`config.mk`:
```
export PLATFORM = sky130hd
export DESIGN_NAME = bf_relax_engine_flat
export DESIGN_NICKNAME = d
export VERILOG_FILES = /design/src/rtl/bf_relax_engine_if.sv /design/src/rtl/bf_relax_engine.sv /design/src/flat_wrapper.sv
export SDC_FILE = /design/constraint.sdc
export NUM_CORES = 1
export LEC_CHECK = 0
export CORE_ASPECT_RATIO = 0.6
export CORE_MARGIN = 2
export CORE_UTILIZATION = 25
export CTS_CLUSTER_DIAMETER = 150
export DETAILED_ROUTE_END_ITERATION = 12
export SLEW_MARGIN = 15
export SYNTH_ARGS = -nofsm -noshare
export SYNTH_HDL_FRONTEND = slang
export SYNTH_SLANG_ARGS = --single-unit
```
`constraint.sdc`:
```
create_clock -name clock -period 5.1 [get_ports clock]
set_input_delay 0.51 -clock clock [delete_from_list [all_inputs] [get_ports clock]]
set_output_delay 0.51 -clock clock [all_outputs]
set_load 0.03 [all_outputs]
```
`src/rtl/bf_relax_engine_if.sv`:
```
// Memory-side bundle of the Bellman-Ford relaxation engine: the three ports
// of the 2R1W working memory (one write port, two asynchronous read ports).
//   master : driven by the engine (write enable/address/data, read addresses),
//            receives ReadBus1/ReadBus2.
//   slave  : the memory side, returns read data for the presented addresses.
interface bf_relax_engine_if #(
  parameter int ADDR_W = 13,
  parameter int DATA_W = 128
);
  logic              WE;
  logic [ADDR_W-1:0] WriteAddress;
  logic [DATA_W-1:0] WriteBus;
  logic [ADDR_W-1:0] ReadAddress1;
  logic [ADDR_W-1:0] ReadAddress2;
  logic [DATA_W-1:0] ReadBus1;
  logic [DATA_W-1:0] ReadBus2;

  modport master (
    output WE, WriteAddress, WriteBus, ReadAddress1, ReadAddress2,
    input  ReadBus1, ReadBus2
  );

  modport slave (
    input  WE, WriteAddress, WriteBus, ReadAddress1, ReadAddress2,
    output ReadBus1, ReadBus2
  );
endinterface

```
`src/rtl/bf_relax_engine.sv`:
```
// Bellman-Ford relaxation engine. Initialises a distance table in the working
// memory, then sweeps the edge list pass by pass, relaxing each edge through
// the two read ports and writing improved distances back. Stops early when a
// pass changes nothing; otherwise runs one extra check pass after
// num_nodes-1 passes and flags a negative cycle if anything still relaxes.
//
// Ports:
//   clock, reset          rising-edge clock, synchronous active-high reset
//   start                 1-cycle run request, sampled only when idle
//   num_nodes, num_edges  problem size (latched at start)
//   edge_base, dist_base  word addresses of edge 0 / node 0 distance word
//   source                source node index
//   busy, done            run in progress / 1-cycle end-of-run pulse
//   neg_cycle             negative cycle found (held until next start)
//   iterations            completed normal passes (held until next start)
//   mem                   memory bundle (write port + two read ports)
//
// Word formats:
//   edge     : [12:0] src, [25:13] dst, [57:26] signed weight
//   distance : [31:0] signed distance, [44:32] predecessor, rest zero
module bf_relax_engine #(
  parameter int                ADDR_W  = 13,
  parameter int                DATA_W  = 128,
  parameter logic signed [31:0] INF    = 32'sh7FFF_FFFF,
  parameter logic [ADDR_W-1:0] NO_PRED = {ADDR_W{1'b1}}
) (
  input  logic              clock,
  input  logic              reset,
  input  logic              start,
  input  logic [ADDR_W-1:0] num_nodes,
  input  logic [ADDR_W-1:0] num_edges,
  input  logic [ADDR_W-1:0] edge_base,
  input  logic [ADDR_W-1:0] dist_base,
  input  logic [ADDR_W-1:0] source,
  output logic              busy,
  output logic              done,
  output logic              neg_cycle,
  output logic [ADDR_W-1:0] iterations,
  bf_relax_engine_if.master mem
);

  localparam int PAY_W = 32 + ADDR_W;
  localparam int W_LO  = 2 * ADDR_W;
  localparam logic [ADDR_W-1:0] ONE = {{(ADDR_W-1){1'b0}}, 1'b1};
  localparam logic signed [32:0] CAND_MAX = $signed({INF[31], INF}) - 33'sd1;
  localparam logic signed [32:0] CAND_MIN = $signed({1'b1, 32'h8000_0000});

  typedef enum logic [2:0] {
    S_IDLE, S_INIT, S_EDGE_RD, S_DIST_RD, S_EVAL, S_WRITE, S_NEXT, S_DONE
  } state_t;

  // Clamp the 33-bit sum into [-2^31, INF-1] so a relaxed distance can never
  // alias the "unreached" marker or wrap around.
  function automatic logic signed [31:0] sat_dist(input logic signed [32:0] s);
    logic signed [32:0] c;
    if (s > CAND_MAX)      c = CAND_MAX;
    else if (s < CAND_MIN) c = CAND_MIN;
    else                   c = s;
    return c[31:0];
  endfunction

  function automatic logic [DATA_W-1:0] dist_word(input logic signed [31:0] d,
                                                  input logic [ADDR_W-1:0]  p);
    return {{(DATA_W-PAY_W){1'b0}}, p, d};
  endfunction

  state_t              state;
  logic                we;
  logic [ADDR_W-1:0]   wr_addr;
  logic [DATA_W-1:0]   wr_data;
  logic [ADDR_W-1:0]   rd_addr1;
  logic [ADDR_W-1:0]   rd_addr2;
  logic                check_pass;
  logic                pass_changed;
  logic [ADDR_W-1:0]   idx;          // node index in INIT, edge index otherwise

  logic [ADDR_W-1:0]   cfg_nodes, cfg_edges, cfg_edge_base, cfg_dist_base, cfg_source;
  logic [ADDR_W-1:0]   e_src, e_dst;
  logic signed [31:0]  e_w;
  logic signed [31:0]  d_src, d_dst;

  logic [ADDR_W-1:0]   idx_next, iter_next, nodes_m1, edges_m1;
  logic [ADDR_W-1:0]   f_src, f_dst;
  logic signed [31:0]  f_w;
  logic signed [32:0]  sum;
  logic signed [31:0]  cand;
  logic                relax;
  logic                unused_bits;

  assign idx_next  = idx + ONE;
  assign iter_next = iterations + ONE;
  assign nodes_m1  = cfg_nodes - ONE;
  assign edges_m1  = cfg_edges - ONE;

  assign f_src = mem.ReadBus1[ADDR_W-1:0];
  assign f_dst = mem.ReadBus1[W_LO-1:ADDR_W];
  assign f_w   = $signed(mem.ReadBus1[W_LO+31:W_LO]);

  assign sum   = $signed({d_src[31], d_src}) + $signed({e_w[31], e_w});
  assign cand  = sat_dist(sum);
  assign relax = (d_src != INF) && (cand < d_dst);

  assign unused_bits = ^{mem.ReadBus1[DATA_W-1:W_LO+32], mem.ReadBus2[DATA_W-1:32]};

  assign mem.WE           = we;
  assign mem.WriteAddress = wr_addr;
  assign mem.WriteBus     = wr_data;
  assign mem.ReadAddress1 = rd_addr1;
  assign mem.ReadAddress2 = rd_addr2;

  always_ff @(posedge clock) begin
    if (reset) begin
      state        <= S_IDLE;
      busy         <= 1'b0;
      done         <= 1'b0;
      neg_cycle    <= 1'b0;
      iterations   <= '0;
      we           <= 1'b0;
      wr_addr      <= '0;
      wr_data      <= '0;
      rd_addr1     <= '0;
      rd_addr2     <= '0;
      check_pass   <= 1'b0;
      pass_changed <= 1'b0;
      idx          <= '0;
    end else begin
      done <= 1'b0;
      we   <= 1'b0;
      case (state)
        S_IDLE: begin
          if (start) begin
            cfg_nodes     <= num_nodes;
            cfg_edges     <= num_edges;
            cfg_edge_base <= edge_base;
            cfg_dist_base <= dist_base;
            cfg_source    <= source;
            neg_cycle     <= 1'b0;
            iterations    <= '0;
            check_pass    <= 1'b0;
            pass_changed  <= 1'b0;
            idx           <= '0;
            busy          <= 1'b1;
            if (num_nodes == '0) begin
              state <= S_DONE;
            end else begin
              // Node 0 is written during the first INIT cycle.
              we      <= 1'b1;
              wr_addr <= dist_base;
              wr_data <= dist_word((source == '0) ? 32'sd0 : INF, NO_PRED);
              state   <= S_INIT;
            end
          end
        end

        S_INIT: begin
          if (idx == nodes_m1) begin
            if (cfg_edges == '0) begin
              state <= S_DONE;
            end else begin
              idx      <= '0;
              rd_addr1 <= cfg_edge_base;
              state    <= S_EDGE_RD;
            end
          end else begin
            we      <= 1'b1;
            wr_addr <= cfg_dist_base + idx_next;
            wr_data <= dist_word((idx_next == cfg_source) ? 32'sd0 : INF, NO_PRED);
            idx     <= idx_next;
          end
        end

        // Edge word is on ReadBus1; aim both read ports at its endpoints.
        S_EDGE_RD: begin
          e_src    <= f_src;
          e_dst    <= f_dst;
          e_w      <= f_w;
          rd_addr1 <= cfg_dist_base + f_src;
          rd_addr2 <= cfg_dist_base + f_dst;
          state    <= S_DIST_RD;
        end

        S_DIST_RD: begin
          d_src <= $signed(mem.ReadBus1[31:0]);
          d_dst <= $signed(mem.ReadBus2[31:0]);
          state <= S_EVAL;
        end

        S_EVAL: begin
          if (relax && check_pass) begin
            neg_cycle <= 1'b1;
            state     <= S_DONE;
          end else if (relax) begin
            we      <= 1'b1;
            wr_addr <= cfg_dist_base + e_dst;
            wr_data <= dist_word(cand, e_src);
            state   <= S_WRITE;
          end else begin
            state <= S_NEXT;
          end
        end

        S_WRITE: begin
          pass_changed <= 1'b1;
          state        <= S_NEXT;
        end

        S_NEXT: begin
          if (idx < edges_m1) begin
            idx      <= idx_next;
            rd_addr1 <= cfg_edge_base + idx_next;
            state    <= S_EDGE_RD;
          end else begin
            if (!check_pass) iterations <= iter_next;
            if (check_pass || !pass_changed) begin
              state <= S_DONE;
            end else begin
              // After num_nodes-1 changing passes, the next pass only checks.
              check_pass   <= (iter_next >= nodes_m1);
              pass_changed <= 1'b0;
              idx          <= '0;
              rd_addr1     <= cfg_edge_base;
              state        <= S_EDGE_RD;
            end
          end
        end

        S_DONE: begin
          done  <= 1'b1;
          busy  <= 1'b0;
          state <= S_IDLE;
        end

        default: state <= S_IDLE;
      endcase
    end
  end

endmodule

```
`src/flat_wrapper.sv`:
```
// flat-port wrapper written by rule: the top's interface ports become plain ports
module bf_relax_engine_flat 
#(
  parameter int                ADDR_W  = 13,
  parameter int                DATA_W  = 128,
  parameter logic signed [31:0] INF    = 32'sh7FFF_FFFF,
  parameter logic [ADDR_W-1:0] NO_PRED = {ADDR_W{1'b1}}
)
  (clock, reset, start, num_nodes, num_edges, edge_base, dist_base, source, busy, done, neg_cycle, iterations, mem_WE, mem_WriteAddress, mem_WriteBus, mem_ReadAddress1, mem_ReadAddress2, mem_ReadBus1, mem_ReadBus2);
  bf_relax_engine_if #(.ADDR_W(ADDR_W), .DATA_W(DATA_W)) mem_i ();
  input  logic clock;
  input  logic reset;
  input  logic start;
  input  logic [ADDR_W-1:0] num_nodes;
  input  logic [ADDR_W-1:0] num_edges;
  input  logic [ADDR_W-1:0] edge_base;
  input  logic [ADDR_W-1:0] dist_base;
  input  logic [ADDR_W-1:0] source;
  output logic busy;
  output logic done;
  output logic neg_cycle;
  output logic [ADDR_W-1:0] iterations;
  output wire logic [$bits(mem_i.WE)-1:0] mem_WE;
  output wire logic [$bits(mem_i.WriteAddress)-1:0] mem_WriteAddress;
  output wire logic [$bits(mem_i.WriteBus)-1:0] mem_WriteBus;
  output wire logic [$bits(mem_i.ReadAddress1)-1:0] mem_ReadAddress1;
  output wire logic [$bits(mem_i.ReadAddress2)-1:0] mem_ReadAddress2;
  input wire logic [$bits(mem_i.ReadBus1)-1:0] mem_ReadBus1;
  input wire logic [$bits(mem_i.ReadBus2)-1:0] mem_ReadBus2;
  assign mem_WE = mem_i.WE;
  assign mem_WriteAddress = mem_i.WriteAddress;
  assign mem_WriteBus = mem_i.WriteBus;
  assign mem_ReadAddress1 = mem_i.ReadAddress1;
  assign mem_ReadAddress2 = mem_i.ReadAddress2;
  assign mem_i.ReadBus1 = mem_ReadBus1;
  assign mem_i.ReadBus2 = mem_ReadBus2;
  bf_relax_engine #(.ADDR_W(ADDR_W), .DATA_W(DATA_W), .INF(INF), .NO_PRED(NO_PRED)) u_core (.clock(clock), .reset(reset), .start(start), .num_nodes(num_nodes), .num_edges(num_edges), .edge_base(edge_base), .dist_base(dist_base), .source(source), .busy(busy), .done(done), .neg_cycle(neg_cycle), .iterations(iterations), .mem(mem_i));
endmodule
```
### After elaboration in Yosys (flattened, before gate mapping)

Cells that the tools add are included.

| operators by class | value |
|---|---|
| $add $sub $neg | 10 |
| $lt $le $gt $ge | 5 |
| equal/unequal tests | 23 |
| mux-type cells | 57 |
| bitwise operators | 1 |
| reduce and logical (&&, ||, !) cells | 27 |

Operator list:

| kind | count |
|---|---|
| 2-to-1 mux 128 bit | 5 |
| case mux 128 bit (3 select lines) | 1 |
| 2-to-1 mux 13 bit | 16 |
| case mux 13 bit (3 select lines) | 3 |
| adder 13 bit | 5 |
| 2-to-1 mux 32 bit | 2 |
| 2-to-1 mux 31 bit | 2 |
| logical NOT 13 bit | 3 |
| adder 32 x 32 -> 33 bit | 1 |
| greater-than comparator 33 x 32 -> 1 bit, second input constant | 1 |
| less-than comparator 33 x 32 -> 1 bit, second input constant | 1 |
| less-than comparator 32 bit | 1 |
| inequality test 32 bit, second input constant | 1 |
| adder 13 x 1 -> 13 bit, second input constant | 2 |
| equality test 13 bit | 2 |
| case mux 13 bit (2 select lines) | 1 |
| subtractor 13 x 1 -> 13 bit, second input constant | 2 |
| case mux 3 bit (8 select lines) | 1 |
| 2-to-1 mux 3 bit | 7 |
| AND reduction 4 bit | 5 |
| inequality test 2 bit, second input constant | 8 |
| >= comparator 13 bit | 1 |
| less-than comparator 13 bit | 1 |
| 2-to-1 mux 1 bit | 13 |
| 19 further kinds | 38 |

| word-level totals | value |
|---|---|
| bits in registers | 389 |
| output and inout port bits | 184 |
| logic and storage cells | 146 |

### Depth between registers and ports, before layout

Gate-level depths: netlist of run 1.

| logic depth | value |
|---|---|
| depth after elaboration | 9 |
| gate-level depth with buffers | 26 |
| gate-level depth less buffers | 24 |

### Least setup slack after synthesis of run 1

No wires, ideal clock.

| timing path | value |
|---|---|
| path kind | flip-flop to flip-flop |
| start point | register u_core.d_src[22] |
| end point | register u_core.wr_data[22] (netlist: u_core.mem.WriteBus[22]) |
| setup time | 0.145 ns |
| data arrival time | 5.389 ns |
| path slack | -0.433 ns |
| stages on the path, launching flop included | 25 |
| clock period less this slack | 5.533 ns |
| path through | edfxtp_1 ha_1 buf_2 nand4_1 nor3_1 o311ai_0 a21o_1 o31ai_1 xor2_1 clkbuf_1 clkbuf_1 maj3_1 ha_1 a21o_1 a211o_1 o211ai_1 a21oi_1 o31ai_1 a32oi_1 nor3_1 a211oi_1 a211oi_2 o311a_2 buf_6 a211oi_2 |

| between the ends | value |
|---|---|
| cells in the longest elaborated chain, start to end | 9 |

RTL lines:

| item | line | text |
|---|---|---|
| start, declared | bf_relax_engine.sv:80 | `logic signed [31:0] d_src, d_dst;` |
| start signal, assigned | bf_relax_engine.sv:183 | `d_src <= $signed(mem.ReadBus1[31:0]);` |
| adder 32 x 32 -> 33 bit | bf_relax_engine.sv:99 | `assign sum = $signed({d_src[31], d_src}) + $signed({e_w[31], e_w});` |
| less-than comparator 33 x 32 -> 1 bit | bf_relax_engine.sv:57 | `else if (s < CAND_MIN) c = CAND_MIN;` |
| 2-to-1 mux 32 bit | bf_relax_engine.sv:57 |  |
| 2-to-1 mux 32 bit | bf_relax_engine.sv:56 | `if (s > CAND_MAX) c = CAND_MAX;` |
| less-than comparator 32 bit | bf_relax_engine.sv:101 | `assign relax = (d_src != INF) && (cand < d_dst);` |
| logical AND 1 bit | bf_relax_engine.sv:101 |  |
| logical AND 1 bit | bf_relax_engine.sv:189 | `if (relax && check_pass) begin` |
| inequality test 2 bit (no line) | n/a |  |
| AND reduction 6 bit (no line) | n/a |  |
| end signal, assigned | bf_relax_engine.sv:149 | `wr_data <= dist_word((source == '0) ? 32'sd0 : INF, NO_PRED);` |
| end signal, assigned | bf_relax_engine.sv:167 | `wr_data <= dist_word((idx_next == cfg_source) ? 32'sd0 : INF, NO_PRED);` |
| end signal, assigned | bf_relax_engine.sv:195 | `wr_data <= dist_word(cand, e_src);` |
| end, declared | bf_relax_engine.sv:70 | `logic [DATA_W-1:0] wr_data;` |

Several ways; a longest one is shown, not always the timed one. The select of a mux whose other input is x is not followed.
A chain may end at the register's enable or synchronous reset.

### Worst setup path in the final report of run 1

| timing path | value |
|---|---|
| start point | register u_core.e_w[1] |
| end point | register u_core.wr_addr[2] (netlist: u_core.mem.WriteAddress[2]) |

| between the ends | value |
|---|---|
| cells in the longest elaborated chain, start to end | 9 |

RTL lines:

| item | line | text |
|---|---|---|
| start, declared | bf_relax_engine.sv:79 | `logic signed [31:0] e_w;` |
| start signal, assigned | bf_relax_engine.sv:176 | `e_w <= f_w;` |
| adder 32 x 32 -> 33 bit * | bf_relax_engine.sv:99 |  |
| less-than comparator 33 x 32 -> 1 bit | bf_relax_engine.sv:57 |  |
| 2-to-1 mux 32 bit | bf_relax_engine.sv:57 |  |
| 2-to-1 mux 32 bit * | bf_relax_engine.sv:56 |  |
| less-than comparator 32 bit * | bf_relax_engine.sv:101 |  |
| logical AND 1 bit * | bf_relax_engine.sv:101 |  |
| logical AND 1 bit | bf_relax_engine.sv:189 |  |
| inequality test 2 bit (no line) | n/a |  |
| AND reduction 6 bit (no line) * | n/a |  |
| end signal, assigned | bf_relax_engine.sv:148 | `wr_addr <= dist_base;` |
| end signal, assigned | bf_relax_engine.sv:166 | `wr_addr <= cfg_dist_base + idx_next;` |
| end signal, assigned | bf_relax_engine.sv:194 | `wr_addr <= cfg_dist_base + e_dst;` |
| end, declared | bf_relax_engine.sv:69 | `logic [ADDR_W-1:0] wr_addr;` |

Mark *: on every way between the ends. The rest lies on a longest branch, timed or not.

==> results.toml, run 1 <==
[run_status]
outcome = "finished with violations"
violations = "setup timing"

[worst_setup_path]
start_kind = "flop"
critical-path-slowest-cell = "edfxtp_1"
worst-path-max-fanout = 6
worstPathRequired_ns = 5.51
worstPathArrival_ns = 6.00
slowest_delay_ns = 0.47
path_class = "reg2reg"
cpMostUsedCell = "buf_4"
worstSetupEndpointType = "flop"

[global_routing]
grt_pass1_vias = 16300
grt_start_max_net_pins = 65
overflow = 0
antenna_found_initial = 10
grt_pass1_wl_um = 108000
grtUsageTotal = 0.190

[timing]
finalCriticalPeriod_ns = 5.59
worst_slew_pin_slew_ns = 1.17
relSlewSlack = 0.210
finClkSkew_ns = 0.0209
slew_viol_final = 0
rsz0062_at_grt = "true"
fmax_ghz = 0.179
fin_crit_sh = 1.10
fin_ws_ns = -0.487
final_hold_viol_count = 0
setup_viol = 61

[placement]
dp_hpwl_um = 57300
finalWeightedCongestion = 0.925
place_ws_ns = -0.726
portBuffers = 258

[synthesis]
synth_top_family_by_area = "compound AO/OA/AOI/OAI gates"
synth_seq_cells = 306
synthFlopType = "edfxtp_1"
synth_xor_xnor_area_share = 0.0655
avgSynthCellArea_um2 = 9.93
synthArstFlopShare = 0
synth_area_um2 = 18600
synthSimpleGateAreaFrac = 0.150
syn-instance-count = 1874
synth_mux_area_frac = 0.0127
synth_edf_count = 187
synth_fa_ha_area_frac = 0.113
yosysSeqAreaShare = 0.430
synth_cell_types = 86
yosysWarnings = 0
synth-compound-area-share = 0.163

[routing]
num_vias = 16700
first_iter_violations = 1367
top_layer = "met5"
wl_met2_um = 30100
avgRoutedWirePerCell_um = 21.9
drtAntennaViolNets = 0
vias_per_cell = 4.87
met1_length_um = 37800
drc = 0
met3_length_um = 5980
dr.pass1.iters = 5
drt_wl_total_um = 75400

[pwr]
p_leak_nw = 10.5
irDropWorstVdd_mv = 0.210
finalPower_mw = 8.86
p_per_area_nw_per_um2 = 326

[floorplan]
core_area_um2 = 73700
start_util = 0.253
die_w_um = 356
num_rows = 77
dieArea_um2 = 76700
pin_count = 508
die_h_um = 215

[layout]
fillers = 7262
post_route_cells_drive_above_1_share = 0.257
final_nets = 2894
area.growth.synth_to_final_pct = 46.0

[clocking]
cts_max_level = 2
path_clk_slew_ns = 0.06
root_buffer = "clkbuf_16"
clock_latency_ns = 0.57
cts_tree = "built"
cts_sinks = 306
clk_path_buf_depth = 3
cts-buffers-inserted = 35

[job]
max_cap_viol_count = 0

[min_path]
hp-class = "in2reg"
==> where the power goes <==
part | switching, mW | internal [mW] | total, mW
combinational | 1.71 | 1.39 | 3.10
sequential | 0.212 | 2.87 | 3.08
clock | 1.12 | 1.56 | 2.68
total | 3.05 | 5.81 | 8.86
==> through the flow <==
step	util	hold WS, ns	instances	TNS, ns	area, um^2
final	0.369	0.293	3438	-26.00	27200
after detailed placement	0.325	0.447	3307	-38.80	24000
after global placement	0.325	0.444	3307	-30.05	24000
after global routing	0.369	0.297	3437	-39.43	27200
after floorplan	-	0.492	1956	-0.0459	19100
after CTS	0.362	0.279	3417	-17.30	26700
==> cell families after synthesis <==
family	after synthesis
AO/OA/AOI/OAI	442
flip-flops	306
XOR/XNOR	136
buffers and inverters	228
AND/OR/NAND/NOR	567
multiplexers	23
other	1
adder cells (fa/ha/maj)	171
==> critical path: cells and delay by family, from the launching register on <==
kind            cells  cell delay, ns
fa+ha+maj           2            0.47
mux                 1            0.21
simple gates        8            1.55
buf+inv             7            0.99
flops               1            0.47
compound gates     10            1.69
==> registers in the layout, indices dropped and copies added, names as in the netlist, 32 cells and up <==
name                 count
u_core.mem.WriteBus     45
u_core.d_dst            32
u_core.d_src            32
u_core.e_w              32
==> cell usage after synthesis (36+ instances only) <==
library cell | number | area [um^2]
buf_4 | 85 | 638
inv_1 | 70 | 263
edfxtp_1 | 187 | 5620
xnor2_1 | 81 | 709
a211oi_1 | 36 | 270
clkbuf_1 | 45 | 169
xor2_1 | 53 | 464
nand2_1 | 120 | 450
o21ai_0 | 82 | 410
a21oi_1 | 123 | 616
dfxtp_1 | 119 | 2380
nor2_1 | 189 | 709
ha_1 | 140 | 1750
==> cell usage in the layout, fill, tap and decap left out, types with 23 or more instances in the layout <==
cell | Yosys | layout
a21oi_1 | 123 | 102
inv_1 | 70 | 68
o211ai_1 | 24 | 24
nand3_1 | 35 | 33
buf_6 | 3 | 23
a211oi_2 | 20 | 39
conb_1 | 1 | 83
nor3_1 | 29 | 24
ha_1 | 140 | 110
xor2_1 | 53 | 51
dfxtp_1 | 119 | 119
nand2_1 | 120 | 114
nor2_1 | 189 | 153
o21a_1 | 23 | 23
edfxtp_1 | 187 | 187
buf_4 | 85 | 284
nand4_1 | 32 | 32
o21ai_0 | 82 | 67
xnor2_1 | 81 | 80
clkbuf_16 | 0 | 39
ha_4 | 0 | 26
clkdlybuf4s50_1 | 0 | 257
==> routing by layer <==
metal	track usage	up-vias
met4	0.0412	6
met2	0.260	613
li1	-	7842
met5	0	-
met1	0.296	8169
met3	0.0429	101
==> cell type report <==
type | count | area, um^2 | share of cell area
Antenna cell | 1 | 2.50 | 0.0000921
Clock buffer | 50 | 1030 | 0.0378
Clock inverter | 12 | 141 | 0.00520
Inverter | 71 | 267 | 0.00981
Multi-Input combinational cell | 1424 | 11000 | 0.406
Sequential cell | 306 | 8000 | 0.294
Tap cell | 987 | 1230 | 0.0455
Timing Repair Buffer | 587 | 5460 | 0.201
==> path summary, 6_finish.rpt <==
check                                           from                                      end  slack [ns]  depth (start not counted)
max                          u_core.e_w[1]$_DFFE_PP_  u_core.mem.WriteAddress[2]$_SDFFE_PP0P_       -0.49                         28
min                                            reset     u_core.mem.WriteBus[31]$_SDFFE_PP0P_        0.29                          2
max reg2reg                  u_core.e_w[1]$_DFFE_PP_  u_core.mem.WriteAddress[2]$_SDFFE_PP0P_       -0.49                         28
min reg2reg  u_core.mem.ReadAddress2[5]$_SDFFE_PP0P_  u_core.mem.ReadAddress2[5]$_SDFFE_PP0P_        0.46                          2
==> timing repair <==
action | 4_1_cts | 5_1_grt
gates cloned | 11 | 1
pin swaps | 93 | 74
hold buffers | 0 | 0
gates resized for setup | 189 | 92
setup buffers | 38 | 36
setup endpoints to repair | 62 | 98
No activity file was read; power rests on OpenSTA's default activity.
==> inputs of run 2 (changes only) <==
--- a/config.mk
+++ b/config.mk
@@ -9,6 +9,7 @@
 export CORE_MARGIN = 2
 export CORE_UTILIZATION = 25
 export CTS_CLUSTER_DIAMETER = 150
+export CTS_CLUSTER_SIZE = 20
 export DETAILED_ROUTE_END_ITERATION = 12
 export SLEW_MARGIN = 15
 export SYNTH_ARGS = -nofsm -noshare
==> run 2 against run 1 <==
Compared with the run above: the flow still finishes with violations (setup timing); sequential power is essentially flat; via count shrank 1.1%; clock power shrank 38%; fmax shrank 0.89%; clock skew grew 0.030 ns; utilization shrank 0.92 points; worst hold slack lost 0.0027 ns; non-clock buffer count shrank 3; wire length shrank 1.7%; combinational power is essentially flat.
==> results.toml, run 2 (synthesized netlist as in run 1, its figures left out) <==
[run_status]
outcome = "finished with violations"
violations = "setup timing"

[worst_setup_path]
slowest_delay_ns = 0.46
path_class = "reg2reg"
worstPathRequired_ns = 5.57
start_kind = "flop"
worstPathArrival_ns = 6.11
critical-path-slowest-cell = "edfxtp_1"
worstSetupEndpointType = "flop"
worst-path-max-fanout = 7

[floorplan]
die_w_um = 356
start_util = 0.253
die_h_um = 215
pin_count = 508
num_rows = 77
dieArea_um2 = 76700
core_area_um2 = 73700

[layout]
final_nets = 2874
design_area_um2 = 26500
final_common_cell = "buf_4"
post_route_cells_drive_above_1_share = 0.244
largest_reg_flops = 45
area.growth.synth_to_final_pct = 42.3
final_cell_mix = "283 x buf_4, 257 x clkdlybuf4s50_1, 187 x edfxtp_1, 157 x nor2_1, 119 x dfxtp_1"
fillers = 7308
post-route-util = 0.359

[timing]
fin_crit_sh = 1.11
rsz0062_at_grt = "true"
finClkSkew_ns = 0.0511
fmax_ghz = 0.177
final_hold_viol_count = 0
worst_slew_pin_slew_ns = 1.13
finalCriticalPeriod_ns = 5.64
slew_viol_final = 0
setup_viol = 62
fin_ws_ns = -0.537
relSlewSlack = 0.240

[routing]
num_vias = 16600
first_iter_violations = 1360
vias_per_cell = 4.86
avgRoutedWirePerCell_um = 21.8
dr.pass1.iters = 5
drc = 0
drtAntennaViolNets = 0
drt_wl_total_um = 74100

[clocking]
clock_latency_ns = 0.57
cts-buffers-inserted = 19
clk_path_buf_depth = 3
path_clk_slew_ns = 0.11
root_buffer = "clkbuf_16"
cts_tree = "built"
cts_max_level = 1
cts_sinks = 306

[pwr]
p_per_area_nw_per_um2 = 295
combPwrFrac = 0.396
p_clk_frac = 0.211
swShare = 0.364
irDropWorstVdd_mv = 0.203
sequentialPowerShare = 0.393
p_int_mw = 4.97
power.switching_mw = 2.84
p_leak_nw = 10.1

[min_path]
hp-class = "in2reg"

[global_routing]
antenna_found_initial = 10
grt_start_max_net_pins = 65
overflow = 0
grtUsageTotal = 0.186
grt_pass1_vias = 16000
grt_pass1_wl_um = 106000

[job]
max_cap_viol_count = 0

[placement]
dp_hpwl_um = 57300
finalWeightedCongestion = 0.925
placed_area_um2 = 24000
portBuffers = 258
place_ws_ns = -0.726
run 2: cell count changes in the layout (fill, tap and decap cells not counted), moves of 3 or more:
cell	change
nor2_1	+4
nor2_2	-6
bufinv_16	-3
clkbuf_1	+4
clkinv_1	-3
clkbuf_8	-3
clkbuf_16	-20
ha_1	-4
run 2: cell type report:
cell class	instances	area (um^2)	share of cell area
clock inverter	1	16.3	0.000614
timing repair buffer	584	5430	0.205
tap	987	1230	0.0466
antenna	1	2.50	0.0000945
clock buffer	32	524	0.0198
multi-input combinational	1423	11000	0.416
sequential	306	8000	0.302
inverter	71	267	0.0101
run 2: power groups by stage:
stage          registers [mW]  clock network (mW)  logic (mW)
2_1_floorplan            3.31                   0        1.22
3_3_place_gp             3.10                   0        2.48
3_5_place_dp             3.10                   0        2.52
4_1_cts                  3.06                1.72        2.99
5_1_grt                  3.10                1.79        3.28
6_report                 3.07                1.65        3.09
run 2: layer usage:
| layer | wire length [um] | GRT usage |
|---|---|---|
| met1 | 37300 | 0.292 |
| met2 | 29600 | 0.259 |
| met3 | 5680 | 0.0363 |
| met4 | 1470 | 0.0331 |
| met5 | 42 | 0 |
run 2: path summary, 6_finish.rpt:
kind | slack, ns | cells past startpoint | from | end
setup / recovery | -0.54 | 27 | u_core.e_w[1]$_DFFE_PP_ | u_core.mem.WriteAddress[12]$_SDFFE_PP0P_
setup reg to reg | -0.54 | 27 | u_core.e_w[1]$_DFFE_PP_ | u_core.mem.WriteAddress[12]$_SDFFE_PP0P_
hold / removal | 0.29 | 2 | reset | u_core.mem.WriteBus[31]$_SDFFE_PP0P_
hold reg to reg | 0.47 | 2 | u_core.mem.ReadAddress2[5]$_SDFFE_PP0P_ | u_core.mem.ReadAddress2[5]$_SDFFE_PP0P_
run 2: critical path, delay by kind of cell, from the launching register on:
family / cells / cell delay [ns]
compound gates: 8 / 1.63
xor+xnor: 1 / 0.23
fa+ha+maj: 3 / 0.99
buf+inv: 8 / 1.19
flops: 1 / 0.46
simple gates: 7 / 1.04
run 2: stage by stage:
step / instances / power [mW] / TNS [ns] / hold slack, ns
floorplan: 1956 / 4.53 / -0.0459 / 0.492
global placement: 3307 / 5.58 / -30.05 / 0.444
detailed placement: 3307 / 5.62 / -38.80 / 0.447
CTS: 3389 / 7.77 / -19.71 / 0.246
global route: 3404 / 8.17 / -38.98 / 0.289
finish: 3405 / 7.81 / -27.41 / 0.291
run 2: what timing repair did:
item / CTS / global route
buffers inserted: 41 / 18
setup endpoints to repair: 62 / 99
gates resized for setup: 182 / 82
pin swaps: 93 / 74
gates cloned: 9 / 0
hold buffers: 0 / 0
